`src/rtl/imem_boot_loader.sv`:
```
// Framed byte-stream loader for the core's instruction memory: assembles little-endian
// words, writes them at BASE_ADDR upward, and releases the core only after a good checksum.
module imem_boot_loader #(
   parameter int unsigned ADDR_WIDTH = 10,
   parameter logic [31:0] BASE_ADDR  = 32'h0000_0000
) (
   input  logic        clk,
   input  logic        rst,
   input  logic        start,
   input  logic [7:0]  rx_data,
   input  logic        rx_valid,
   output logic        rx_ready,
   output logic        imem_we,
   output logic [31:0] imem_addr,
   output logic [31:0] imem_wdata,
   output logic        core_rst,
   output logic        busy,
   output logic        done,
   output logic        error,
   output logic [15:0] words_loaded,
   output logic [2:0]  dbg_state
);

   typedef enum logic [2:0] {
      S_IDLE   = 3'd0,
      S_LEN_LO = 3'd1,
      S_LEN_HI = 3'd2,
      S_DATA   = 3'd3,
      S_CSUM   = 3'd4,
      S_DONE   = 3'd5,
      S_ERR    = 3'd6
   } state_t;

   state_t                state_q, state_d;
   logic [7:0]            csum_q, csum_d;
   logic [1:0]            byte_cnt_q, byte_cnt_d;
   logic [23:0]           asm_q, asm_d;
   logic [15:0]           len_q, len_d;
   logic [ADDR_WIDTH:0]   word_idx_q, word_idx_d;
   logic [15:0]           words_loaded_q, words_loaded_d;
   logic                  imem_we_q, imem_we_d;
   logic [31:0]           imem_addr_q, imem_addr_d;
   logic [31:0]           imem_wdata_q, imem_wdata_d;
   logic                  accept;
   logic [15:0]           n_w;

   // Handshake: a byte moves on every cycle where rx_valid && rx_ready; rx_ready depends
   // only on state, never on rx_valid, so a producer may hold rx_valid high indefinitely.
   assign busy     = (state_q == S_LEN_LO) || (state_q == S_LEN_HI) ||
                     (state_q == S_DATA)   || (state_q == S_CSUM);
   assign rx_ready = busy;
   assign accept   = rx_valid && rx_ready;
   assign n_w      = {rx_data, len_q[7:0]};

   always_comb begin
      state_d        = state_q;
      csum_d         = csum_q;
      byte_cnt_d     = byte_cnt_q;
      asm_d          = asm_q;
      len_d          = len_q;
      word_idx_d     = word_idx_q;
      words_loaded_d = words_loaded_q;
      imem_we_d      = 1'b0;
      imem_addr_d    = imem_addr_q;
      imem_wdata_d   = imem_wdata_q;

      if (accept) csum_d = csum_q ^ rx_data;

      case (state_q)
         S_IDLE, S_DONE, S_ERR: begin
            if (state_q == S_IDLE || start) begin
               csum_d         = 8'h00;
               byte_cnt_d     = 2'd0;
               word_idx_d     = '0;
               words_loaded_d = 16'd0;
            end
            if (start) state_d = S_LEN_LO;
         end
         S_LEN_LO: begin
            if (accept) begin
               len_d   = {8'h00, rx_data};
               state_d = S_LEN_HI;
            end
         end
         S_LEN_HI: begin
            if (accept) begin
               len_d = n_w;
               if (n_w == 16'd0)                               state_d = S_CSUM;
               else if (32'(n_w) > (32'd1 << ADDR_WIDTH))      state_d = S_ERR;
               else                                            state_d = S_DATA;
            end
         end
         S_DATA: begin
            if (accept) begin
               byte_cnt_d = byte_cnt_q + 2'd1;
               case (byte_cnt_q)
                  2'd0: asm_d[7:0]   = rx_data;
                  2'd1: asm_d[15:8]  = rx_data;
                  2'd2: asm_d[23:16] = rx_data;
                  default: begin
                     imem_wdata_d   = {rx_data, asm_q};
                     imem_addr_d    = BASE_ADDR + (32'(word_idx_q) << 2);
                     imem_we_d      = 1'b1;
                     word_idx_d     = word_idx_q + {{ADDR_WIDTH{1'b0}}, 1'b1};
                     words_loaded_d = words_loaded_q + 16'd1;
                     if (32'(word_idx_q) + 32'd1 == 32'(len_q)) state_d = S_CSUM;
                  end
               endcase
            end
         end
         S_CSUM: begin
            if (accept) state_d = (rx_data == csum_q) ? S_DONE : S_ERR;
         end
         default: state_d = S_IDLE;
      endcase
   end

   always_ff @(posedge clk or negedge rst) begin
      if (!rst) begin
         state_q        <= S_IDLE;
         csum_q         <= 8'h00;
         byte_cnt_q     <= 2'd0;
         asm_q          <= 24'h0;
         len_q          <= 16'h0;
         word_idx_q     <= '0;
         words_loaded_q <= 16'd0;
         imem_we_q      <= 1'b0;
         imem_addr_q    <= 32'h0;
         imem_wdata_q   <= 32'h0;
      end else begin
         state_q        <= state_d;
         csum_q         <= csum_d;
         byte_cnt_q     <= byte_cnt_d;
         asm_q          <= asm_d;
         len_q          <= len_d;
         word_idx_q     <= word_idx_d;
         words_loaded_q <= words_loaded_d;
         imem_we_q      <= imem_we_d;
         imem_addr_q    <= imem_addr_d;
         imem_wdata_q   <= imem_wdata_d;
      end
   end

   assign imem_we      = imem_we_q;
   assign imem_addr    = imem_addr_q;
   assign imem_wdata   = imem_wdata_q;
   assign words_loaded = words_loaded_q;
   assign done         = (state_q == S_DONE);
   assign error        = (state_q == S_ERR);
   assign core_rst     = done;
   assign dbg_state    = state_q;

endmodule

```
`config.mk`:
```
export PLATFORM = sky130hd
export DESIGN_NAME = imem_boot_loader
export DESIGN_NICKNAME = d
export VERILOG_FILES = /design/src/rtl/imem_boot_loader.sv
export SDC_FILE = /design/constraint.sdc
export NUM_CORES = 1
export LEC_CHECK = 0
export BUFFER_PORTS_ARGS = -buffer_cell sky130_fd_sc_hd__buf_4
export CAP_MARGIN = 20
export CELL_PAD_IN_SITES_DETAIL_PLACEMENT = 0
export CELL_PAD_IN_SITES_GLOBAL_PLACEMENT = 2
export CORE_ASPECT_RATIO = 2
export CORE_MARGIN = 3
export CORE_UTILIZATION = 38
export CTS_CLUSTER_DIAMETER = 60
export CTS_CLUSTER_SIZE = 12
export DETAILED_ROUTE_END_ITERATION = 8
export PLACE_DENSITY = 0.85
export SETUP_SLACK_MARGIN = 0.1
export SLEW_MARGIN = 0
export SYNTH_ARGS = -nofsm -noshare
export SYNTH_HDL_FRONTEND = slang
export SYNTH_SLANG_ARGS = --single-unit
export TNS_END_PERCENT = 5
```
`constraint.sdc`:
```
create_clock -name clk -period 3.4 [get_ports clk]
set_input_delay 0.51 -clock clk [delete_from_list [all_inputs] [get_ports clk]]
set_output_delay 0.51 -clock clk [all_outputs]
set_load 0.1 [all_outputs]
```
==> results by group, run 1 <==
Run status
  – Status: finished, final reports clean

Worst setup path
  – R2R depth: 7
  – WP data arrival: 2.98 ns
  – Worst reg2reg setup slack: 0.70 ns
  – Required time at the endpoint of the critical path: 3.69 ns
  – Endpoint type of the worst setup path: register
  – Type of the worst setup path: reg -> reg
  – Reg2Reg Launch Point: word_idx_q[0]$_DFFE_PN0P_
  – CP Launch Point: word_idx_q[0]$_DFFE_PN0P_
  – Worst-path fanout max: 12
  – Reg-to-reg endpoint: dbg_state[0]$_DFFE_PN0P_
  – Critical path startpoint category: register
  – Capturing element of the worst setup path: dbg_state[0]$_DFFE_PN0P_

Timing
  – Slew of the pin with the lowest slew margin: 0.863 ns
  – Setup repair after global routing missed its margin: false
  – Final hold slack: 0.0690 ns
  – Post-route worst setup slack: 0.704 ns
  – Final critical delay including setup and external delays: 2.70 ns
  – Worst clock skew: 0.00727 ns
  – Max-Slew Margin vs Limit: 0.423
  – Final hold vios: 0
  – Final slew viol count: 0
  – Part of the cycle the worst path needs: 0.793
  – Achievable Freq: 0.371 GHz
  – Final Setup Violations: 0

Synth
  – Mean cell area of the mapped netlist: 9.65 µm²
  – Post-Synthesis Cell Area: 6040 µm²
  – Synthesized instance count: 626
  – Flip-flop cell with the highest count after synthesis: dfrtp_1
  – Number of enable-type register cells in the synthesized netlist: 0
  – Proportion of synthesized flip-flops having asynchronous set or reset: 1.00
  – Flops & latches, synth: 124
  – Top area cells in the synthesized netlist: dfrtp_1 (51%), nand2_1 (10%), mux2_2 (6.2%)
  – Dominant cell type by area after synthesis: dfrtp_1
  – Portion of the post-synthesis area used by sequential elements: 0.514
  – Yosys warning total: 0
  – Share of the synthesized area in the top cell type: 0.514
  – Synth unique cells: 61

Route
  – Number of DRC violations after detailed routing: 0
  – Mean number of vias per cell: 5.01
  – DRT iter0 DRCs: 197
  – Remaining antenna violation count: 0
  – Total detailed-routing wirelength: 14900 µm
  – Number of detailed-route iterations in the first pass: 4
  – Number of vias after detailed routing: 4492
  – Routed WL per cell: 16.6 µm

Finish
  – Post-route insts no fill: 896
  – Layout net count: 703
  – Most common library cell in the layout ignoring fill and taps: nand2_1
  – Final standard cell utilization of the core: 0.466
  – Multi-input logic area: 2640 µm²
  – Top library cells by usage in the layout, fill and taps aside: nand2_1 (166), dfrtp_1 (124), buf_4 (81)
  – Fill cell instance count of the final layout: 1480
  – Area of all sequential standard cells: 3100 µm²
  – Number of antenna repair diodes: 0
  – Fraction of layout cells with a size suffix above 1: 0.225
  – Synthesis-to-finish area growth: 19.2%

Clocking
  – CTS H-tree lvls: 4
  – Post-CTS setup-driven buffer insertion count: 0
  – Clock slew at reported path FFs: 0.06 ns
  – Worst-case clock buffer depth: 2
  – Number of clock sinks seen by CTS: 124
  – Library cell used as clock root buffer: clkbuf_16
  – Gates resized, CTS repair: 0
  – Number of buffers inserted for hold repair after clock tree synthesis: 0
  – Num CTS Buffers: 17
  – Source-to-sink clock delay at the later pin of the worst-skew pair: 0.41 ns
  – CTS tree: built

Die
  – Floorplan row count: 64
  – Die Footprint: 17500 µm²
  – Initial Util: 0.391
  – Number of top-level design ports: 101
  – Vertical die dimension: 184 µm
  – Die Span X: 95.2 µm
  – Area of the placeable core: 15500 µm²

Pwr
  – Pwr Density: 755 nW/µm²
  – Max VDD drop: 0.00107 V
  – LEAKAGE: 3.58 nW

Hold path
  – Worst hold-check path type: in -> async

Global route
  – First-pass GRT wire length: 24400 µm
  – GRT Overall Usage: 0.182
  – Initial antenna violation count: 0
  – Vias in the first global route: 4714
  – Remaining global-route overflow: 0
  – Largest net degree at the start of global routing: 89

Place
  – Cell total after placement: 864
  – Half-perimeter wire length after detailed placement: 10400 µm
  – Quantity of I/O buffers inserted on ports: 79
  – RD Place Congestion: 0.793
  – Setup Slack @ Placement: 0.676 ns

Job
  – Max-cap violations: 0
## registers in the layout (all words and copies together), names as in the netlist
signal and count:
imem_wdata 32, asm_q 24, len_q 16, words_loaded 16
imem_addr 11, word_idx_q 11, csum_q 8, dbg_state 3
byte_cnt_q 2, imem_we 1
## layout make-up
type                       count  share of cell area
clock buffer                  19              0.0601
clock inverter                13              0.0165
inverter                       8             0.00417
tap                          198              0.0344
timing repair buffer          82              0.0872
multi-input combinational    452               0.367
sequential                   124               0.431
## Yosys cell counts, drive strengths merged, types with 3 or more instances
cell type / instances
nor3: 10
dfrtp: 124
and3: 7
nand2: 168
a22oi: 8
buf: 39
a31oi: 3
nor4: 4
inv: 8
clkbuf: 23
ha: 6
mux2: 33
o31ai: 4
or3: 5
o21ai: 32
nand4: 7
nand3: 15
nor2: 37
a21oi: 10
xor2: 24
and2: 3
xnor2: 22
and4: 3
## per-layer routing
layer  track usage  wire [µm]
met4        0.0925        478
met5             0          0
met3        0.0351        572
met2         0.324       8240
met1         0.200       5600
## worst max-delay path, cell delays in order (launching register included)
cell,delay [ns]
dfrtp_1,0.56
ha_1,0.49
inv_1,0.15
nor3_1,0.44
xor2_1,0.12
o311ai_1,0.34
nand3_1,0.14
a221o_1,0.34
## how the worst min path moves through the flow
stage,endpoint,slack (ns),cells after the start
2_1_floorplan,asm_q[0]$_DFFE_PN0P_,0.21,0
3_3_place_gp,imem_wdata[20]$_DFFE_PN0P_,0.44,2
3_5_place_dp,imem_wdata[16]$_DFFE_PN0P_,0.45,2
4_1_cts,imem_wdata[24]$_DFFE_PN0P_,0.07,1
5_1_grt,imem_wdata[24]$_DFFE_PN0P_,0.09,1
6_report,imem_wdata[24]$_DFFE_PN0P_,0.07,1
## where the power goes
part | internal [mW] | switching [mW] | leakage, nW
Combinational | 0.540 | 1.15 | 1.64
Clock | 1.01 | 0.677 | 0.271
Sequential | 1.76 | 0.293 | 1.67
Total | 3.31 | 2.12 | 3.58
## through the flow
stage / cell area [µm²] / total power [mW] / TNS [ns]
finish: 7200 / 5.43 / 0
global route: 7200 / 5.74 / 0
CTS: 7200 / 5.51 / 0
detailed placement: 6650 / 3.79 / 0
global placement: 6650 / 3.73 / 0
floorplan: 6120 / 3.46 / -3.31
## kinds of logic after synthesis
group | count (synthesis) | synth area share
AND/OR/NAND/NOR | 268 | 0.198
flip-flops | 124 | 0.514
AO/OA/AOI/OAI | 76 | 0.0802
buffers and inverters | 70 | 0.0628
XOR/XNOR | 46 | 0.0679
multiplexers | 35 | 0.0648
adder cells (fa/ha/maj) | 6 | 0.0124
other | 1 | 0.000621
(Power assumes the default switching activity.)
==> run 2, diff against run 1 <==
CORE_UTILIZATION = 32   (was 38)
PLACE_DENSITY = 0.77   (was 0.85)
clock period = 2.2 ns   (was 3.4 ns; I/O delays follow)
==> run 2 against run 1 <==
First-iteration DRC count is 12% higher. Routed wire length is 10% higher. Combinational power is 78% higher. Largest cell class unchanged. Design area is 6.0% higher. Flip-flop and latch count stayed put. Register-to-register slack worse by 0.54 ns. Die area is 18% higher. Worst setup slack worse by 0.55 ns.
==> results by group, run 2 (synthesis results as in run 1) <==
Finish
  – Top library cells by usage in the layout, fill and taps aside: nand2_1 (166), dfrtp_1 (114), buf_4 (105)
  – Most common library cell in the layout ignoring fill and taps: nand2_1
  – Synthesis-to-finish area growth: 26.4%
  – Number of flip-flops in the largest register: 32 (unchanged)
  – Fill cell instance count of the final layout: 1847 (+25%)
  – Fraction of layout cells with a size suffix above 1: 0.283 (+0.0584)
  – Post-route cell area: 7630 µm² (+6.0%)
  – Layout net count: 732 (+4.1%)
  – Number of antenna repair diodes: 0 (unchanged)

Worst setup path
  – Most numerous cell on the critical path: buf_4
  – WP data arrival: 1.72 ns (-1.26 ns)
  – Critical-path top delay cell: dfrtp_4
  – Maximum cell stage delay along the critical path: 0.54 ns (-0.02 ns)
  – R2R depth: 6 (-1)
  – Cells along the critical path: buf_4 > and3_4 > buf_4
  – Worst-path fanout max: 13 (+1)
  – Critical path startpoint category: register
  – Endpoint type of the worst setup path: output port
  – Required time at the endpoint of the critical path: 1.87 ns (-1.82 ns)
  – Type of the worst setup path: reg -> out
  – Worst reg2reg setup slack: 0.16 ns (-0.54 ns)

Clocking
  – Source-to-sink clock delay at the later pin of the worst-skew pair: 0.42 ns (about the same)
  – Clock slew at reported path FFs: 0.06 ns (about the same)
  – Number of clock sinks seen by CTS: 124 (unchanged)
  – Library cell used as clock root buffer: clkbuf_16
  – Num CTS Buffers: 17 (unchanged)
  – CTS H-tree lvls: 4 (unchanged)
  – Worst-case clock buffer depth: 2 (unchanged)
  – CTS tree: built

Route
  – DRT iter0 DRCs: 220 (+12%)
  – Number of DRC violations after detailed routing: 0 (unchanged)
  – Mean number of vias per cell: 4.96 (-1.1%)
  – Number of vias after detailed routing: 4674 (+4.1%)
  – Number of detailed-route iterations in the first pass: 5 (+1)
  – Total detailed-routing wirelength: 16400 µm (+10%)
  – Routed WL per cell: 17.4 µm (+4.8%)
  – Remaining antenna violation count: 0 (unchanged)

Timing
  – Final slew viol count: 0 (unchanged)
  – Setup repair after global routing missed its margin: true
  – Achievable Freq: 0.489 GHz
  – Final hold vios: 0 (unchanged)
  – Worst clock skew: 0.00572 ns (-0.00155 ns)
  – Part of the cycle the worst path needs: 0.930
  – Final critical delay including setup and external delays: 2.05 ns
  – Final Setup Violations: 0 (unchanged)
  – Final hold slack: 0.226 ns (+0.157 ns)
  – Post-route worst setup slack: 0.153 ns (-0.550 ns)

Die
  – Floorplan row count: 70 (+9.4%)
  – Number of top-level design ports: 101 (unchanged)
  – Die Span X: 103 µm (+8.4%)
  – Vertical die dimension: 200 µm (+8.7%)
  – Initial Util: 0.328 (-0.0624)
  – Die Footprint: 20700 µm² (+18%)
  – Area of the placeable core: 18400 µm² (+19%)

Run status
  – Status: finished, final reports clean

Global route
  – Remaining global-route overflow: 0 (unchanged)
  – Initial antenna violation count: 0 (unchanged)
  – First-pass GRT wire length: 26400 µm (+8.2%)
  – Vias in the first global route: 4843 (+2.7%)
  – Largest net degree at the start of global routing: 49 (-45%)
  – GRT Overall Usage: 0.168 (-0.0137)

Pwr
  – LEAKAGE: 3.74 nW (+4.5%)
  – Max VDD drop: 0.00109 V (+2.6%)
  – Total power consumption of the routed design: 9.10 mW (+67%)
  – Pwr Density: 1190 nW/µm² (+58%)

Place
  – Total cell area at the placement stage: 6930 µm² (+4.3%)
  – RD Place Congestion: 0.906 (+14%)
  – Half-perimeter wire length after detailed placement: 11900 µm (+14%)
  – Setup Slack @ Placement: -0.0551 ns (-0.731 ns)
  – Quantity of I/O buffers inserted on ports: 79 (unchanged)

Job
  – Max-cap violations: 0 (unchanged)

Hold path
  – Instance count along the most critical hold path: 3
  – Worst hold-check path type: in -> reg
==> run 2: cell count changes in the layout (fill, tap and decap cells not counted), sizes merged, moves of 2 or more <==
cell      change
buf          +28
clkinv        -5
bufinv        +2
clkinvlp      +2
inv           +2
==> run 2: per-layer routing <==
metal  global-route usage  share of wire  vias to the layer above
li1                     -              -                     2233
met1                0.185           0.38                     2312
met2                0.304           0.57                      107
met3               0.0300          0.028                       22
met4               0.0732          0.023                        0
met5                    0              0                        -
==> run 2: what timing repair did <==
item	in CTS	in global routing
pin swaps	0	3
buffers inserted	0	3
setup endpoints to repair	4	8
hold buffers	1	0
endpoints found under the hold margin	20	0
gates resized for setup	5	11
==> run 2: cell type report <==
class / count / area [µm²] / share of cell area
well taps: 216 / 270 / 0.0354
clock inverters: 14 / 184 / 0.0241
inverters: 8 / 36.3 / 0.00475
repair buffers: 111 / 881 / 0.115
flip-flops and latches: 124 / 3120 / 0.409
clock buffers: 18 / 429 / 0.0562
multi-input cells: 452 / 2710 / 0.355
==> run 2: critical path: cells and delay by family (launching register included) <==
kind                   cells  cell delay (ns)
buffers and inverters      2             0.53
DFF                        1             0.54
and+or+nand+nor            1             0.22
==> run 2: report_power, final <==
part | switching (mW) | internal (mW) | leakage [nW]
clock | 1.11 | 1.80 | 0.292
sequential | 0.445 | 2.74 | 1.65
combinational | 1.94 | 1.06 | 1.80
==> run 2: stage by stage <==
step | instances | setup TNS [ns] | utilization
6_report | 943 | 0 | 0.415
5_1_grt | 943 | 0 | 0.415
4_1_cts | 940 | 0 | 0.412
3_5_place_dp | 907 | -0.0551 | 0.377
3_3_place_gp | 907 | -0.102 | 0.377
2_1_floorplan | 646 | -0.0651 | -
==> run 2: final timing paths <==
kind | to | start
min | imem_wdata[31]$_DFFE_PN0P_ | rx_data[7]
max reg2reg | dbg_state[1]$_DFFE_PN0P_ | dbg_state[1]$_DFFE_PN0P_
max | done | dbg_state[0]$_DFFE_PN0P_
max in group asynchronous | asm_q[8]$_DFFE_PN0P_ | rst
min reg2reg | imem_wdata[2]$_DFFE_PN0P_ | asm_q[2]$_DFFE_PN0P_
min in group asynchronous | imem_wdata[24]$_DFFE_PN0P_ | rst
==> run 3, diff against run 2 <==
CORE_MARGIN = not set   (was 3)
PLACE_DENSITY = 0.82   (was 0.77)
==> run 3 against run 2 <==
Design area fell by 0.56%. Global-route usage is 0.70 points higher. Clock skew about the same. Flip-flop and latch count unchanged. Hold slack better by 0.0053 ns. Combinational power decreased by 3%. Critical path depth up 5. Largest power group unchanged. Sequential share of layout area rose by 0.21 points. Critical endpoint is now dbg_state[0]$_DFFE_PN0P_.
==> results by group, run 3 (synthesis results as in run 1) <==
Place
  – Half-perimeter wire length after detailed placement: 11600 µm (-2.7%)
  – Quantity of I/O buffers inserted on ports: 79 (unchanged)
  – Cell total after placement: 903 (-0.44%)
  – RD Place Congestion: 0.911 (+0.55%)

Hold path
  – Hold Crit Start: rx_data[4]
  – Hold path endpoint: imem_wdata[28]$_DFFE_PN0P_
  – Instance count along the most critical hold path: 3 (unchanged)
  – Worst hold-check path type: in -> reg

Die
  – Area of the placeable core: 18400 µm² (unchanged)
  – Number of top-level design ports: 101 (unchanged)
  – Vertical die dimension: 196 µm (-2.0%)
  – Initial Util: 0.328 (unchanged)
  – Die Footprint: 19500 µm² (-5.8%)
  – Floorplan row count: 70 (unchanged)
  – Die Span X: 99.2 µm (-3.9%)

Job
  – Max-cap violations: 0 (unchanged)

Timing
  – Slew of the pin with the lowest slew margin: 0.644 ns
  – Max-Slew Margin vs Limit: 0.571
  – Achievable Freq: 0.480 GHz (-1.7%)
  – Setup repair after global routing missed its margin: true
  – Final hold vios: 0 (unchanged)
  – Final critical delay including setup and external delays: 2.08 ns (+0.0354 ns)
  – Final Setup Violations: 0 (unchanged)
  – Worst clock skew: 0.00582 ns (+0.000102 ns)
  – Part of the cycle the worst path needs: 0.946 (+0.0161)
  – Final slew viol count: 0 (unchanged)

Pwr
  – Pwr Density: 1190 nW/µm² (-0.24%)
  – Total power consumption of the routed design: 9.02 mW (-0.80%)
  – Max VDD drop: 0.00145 V (+32%)
  – LEAKAGE: 3.71 nW (-0.78%)

Global route
  – GRT Overall Usage: 0.175 (+0.00703)
  – Vias in the first global route: 4818 (-0.52%)
  – Initial antenna violation count: 0 (unchanged)
  – First-pass GRT wire length: 25900 µm (-2.0%)
  – Remaining global-route overflow: 0 (unchanged)
  – Largest net degree at the start of global routing: 63 (+29%)

Worst setup path
  – WP data arrival: 2.38 ns (+0.66 ns)
  – Endpoint type of the worst setup path: register
  – Reg-to-reg endpoint: dbg_state[0]$_DFFE_PN0P_
  – Worst reg2reg setup slack: 0.12 ns (-0.04 ns)
  – Reg2Reg Launch Point: word_idx_q[0]$_DFFE_PN0P_
  – Worst-path fanout max: 9 (-4)
  – Critical path startpoint category: register
  – Type of the worst setup path: reg -> reg
  – R2R depth: 8 (+2)
  – Required time at the endpoint of the critical path: 2.49 ns (+0.62 ns)

Clocking
  – Post-CTS setup-driven buffer insertion count: 0 (unchanged)
  – Clock slew at reported path FFs: 0.06 ns (about the same)
  – Num CTS Buffers: 17 (unchanged)
  – CTS H-tree lvls: 4 (unchanged)
  – Worst-case clock buffer depth: 2 (unchanged)
  – Library cell used as clock root buffer: clkbuf_16
  – CTS tree: built
  – Number of clock sinks seen by CTS: 124 (unchanged)
  – Source-to-sink clock delay at the later pin of the worst-skew pair: 0.41 ns (about the same)

Finish
  – Post-route insts no fill: 936 (-0.74%)
  – Top library cells by usage in the layout, fill and taps aside: nand2_1 (166), dfrtp_1 (115), buf_4 (97)
  – Most common library cell in the layout ignoring fill and taps: nand2_1
  – Layout net count: 725 (-0.96%)
  – Number of antenna repair diodes: 0 (unchanged)
  – Number of flip-flops in the largest register: 32 (unchanged)
  – Fraction of layout cells with a size suffix above 1: 0.274 (-0.00975)
  – Synthesis-to-finish area growth: 25.7%

Route
  – Routed WL per cell: 17.3 µm (-0.88%)
  – Number of detailed-route iterations in the first pass: 4 (-1)
  – Total detailed-routing wirelength: 16200 µm (-1.6%)
  – DRT iter0 DRCs: 307 (+40%)
  – Number of vias after detailed routing: 4733 (+1.3%)
  – Remaining antenna violation count: 0 (unchanged)
  – Number of DRC violations after detailed routing: 0 (unchanged)
  – Mean number of vias per cell: 5.06 (+2.0%)

Run status
  – Status: finished, final reports clean
==> run 3: cell count changes in the layout (fill, tap and decap cells not counted), moves of 2 or more <==
cell	change
buf_4	-8
clkinv_4	-4
buf_6	-2
buf_8	+2
clkinvlp_4	+2
inv_2	+2
nor4_2	+2
==> run 3: final cells by class <==
class,count,area [µm²]
fill,1826,10800
sequential,124,3120
multi-input combinational,452,2710
timing repair buffer,104,848
clock buffer,18,429
tap,216,270
clock inverter,14,183
inverter,8,30.0
==> run 3: worst max path at each step <==
| stage | cells past startpoint | startpoint | slack (ns) | endpoint |
|---|---|---|---|---|
| after detailed placement | 7 | word_idx_q[0]$_DFFE_PN0P_ | 0.14 | dbg_state[0]$_DFFE_PN0P_ |
| final | 8 | word_idx_q[0]$_DFFE_PN0P_ | 0.12 | dbg_state[0]$_DFFE_PN0P_ |
| after global placement | 6 | len_q[0]$_DFFE_PN0P_ | 0.03 | dbg_state[1]$_DFFE_PN0P_ |
| after global routing | 7 | word_idx_q[0]$_DFFE_PN0P_ | 0.04 | dbg_state[0]$_DFFE_PN0P_ |
| after CTS | 3 | dbg_state[0]$_DFFE_PN0P_ | 0.11 | rx_ready |
| after floorplan | 4 | dbg_state[0]$_DFFE_PN0P_ | -0.05 | done |
==> run 3: power by group <==
| group | total, mW | internal, mW | switching (mW) | leakage (nW) |
|---|---|---|---|---|
| logic | 2.90 | 0.979 | 1.93 | 1.78 |
| clock network | 2.93 | 1.81 | 1.12 | 0.283 |
| registers | 3.19 | 2.74 | 0.454 | 1.65 |
| total | 9.02 | 5.53 | 3.50 | 3.71 |
==> run 3: repair_timing <==
| item | in CTS | in global routing |
|---|---|---|
| hold buffers | 1 | 0 |
| resized for setup | 5 | 10 |
| endpoints found under the hold margin | 41 | 0 |
| setup endpoints to repair | 2 | 7 |
| pin swaps | 0 | 2 |
==> run 3: per-layer routing <==
layer / part of all wire / track usage
met1: 0.37 / 0.184
met3: 0.028 / 0.0246
met5: 0 / 0
met2: 0.56 / 0.326
met4: 0.042 / 0.103
==> run 3: through the flow <==
stage | TNS, ns | setup slack (ns) | utilization | hold slack (ns) | cell area [µm²]
finish | 0 | 0.118 | 0.413 | 0.231 | 7590
global route | 0 | 0.0389 | 0.413 | 0.231 | 7590
CTS | 0 | 0.108 | 0.411 | 0.215 | 7550
detailed placement | 0 | 0.135 | 0.376 | 0.400 | 6910
global placement | 0 | 0.0281 | 0.376 | 0.404 | 6910
floorplan | -0.0651 | -0.0549 | - | 0.0344 | 6190
==> run 3: worst max-delay path, stage by stage (launching register included) <==
cell	delay (ns)
dfrtp_1	0.41
ha_4	0.19
buf_4	0.16
and2_1	0.17
o21ai_1	0.14
a21oi_1	0.09
nor4_2	0.33
nand3_1	0.13
a221o_1	0.34
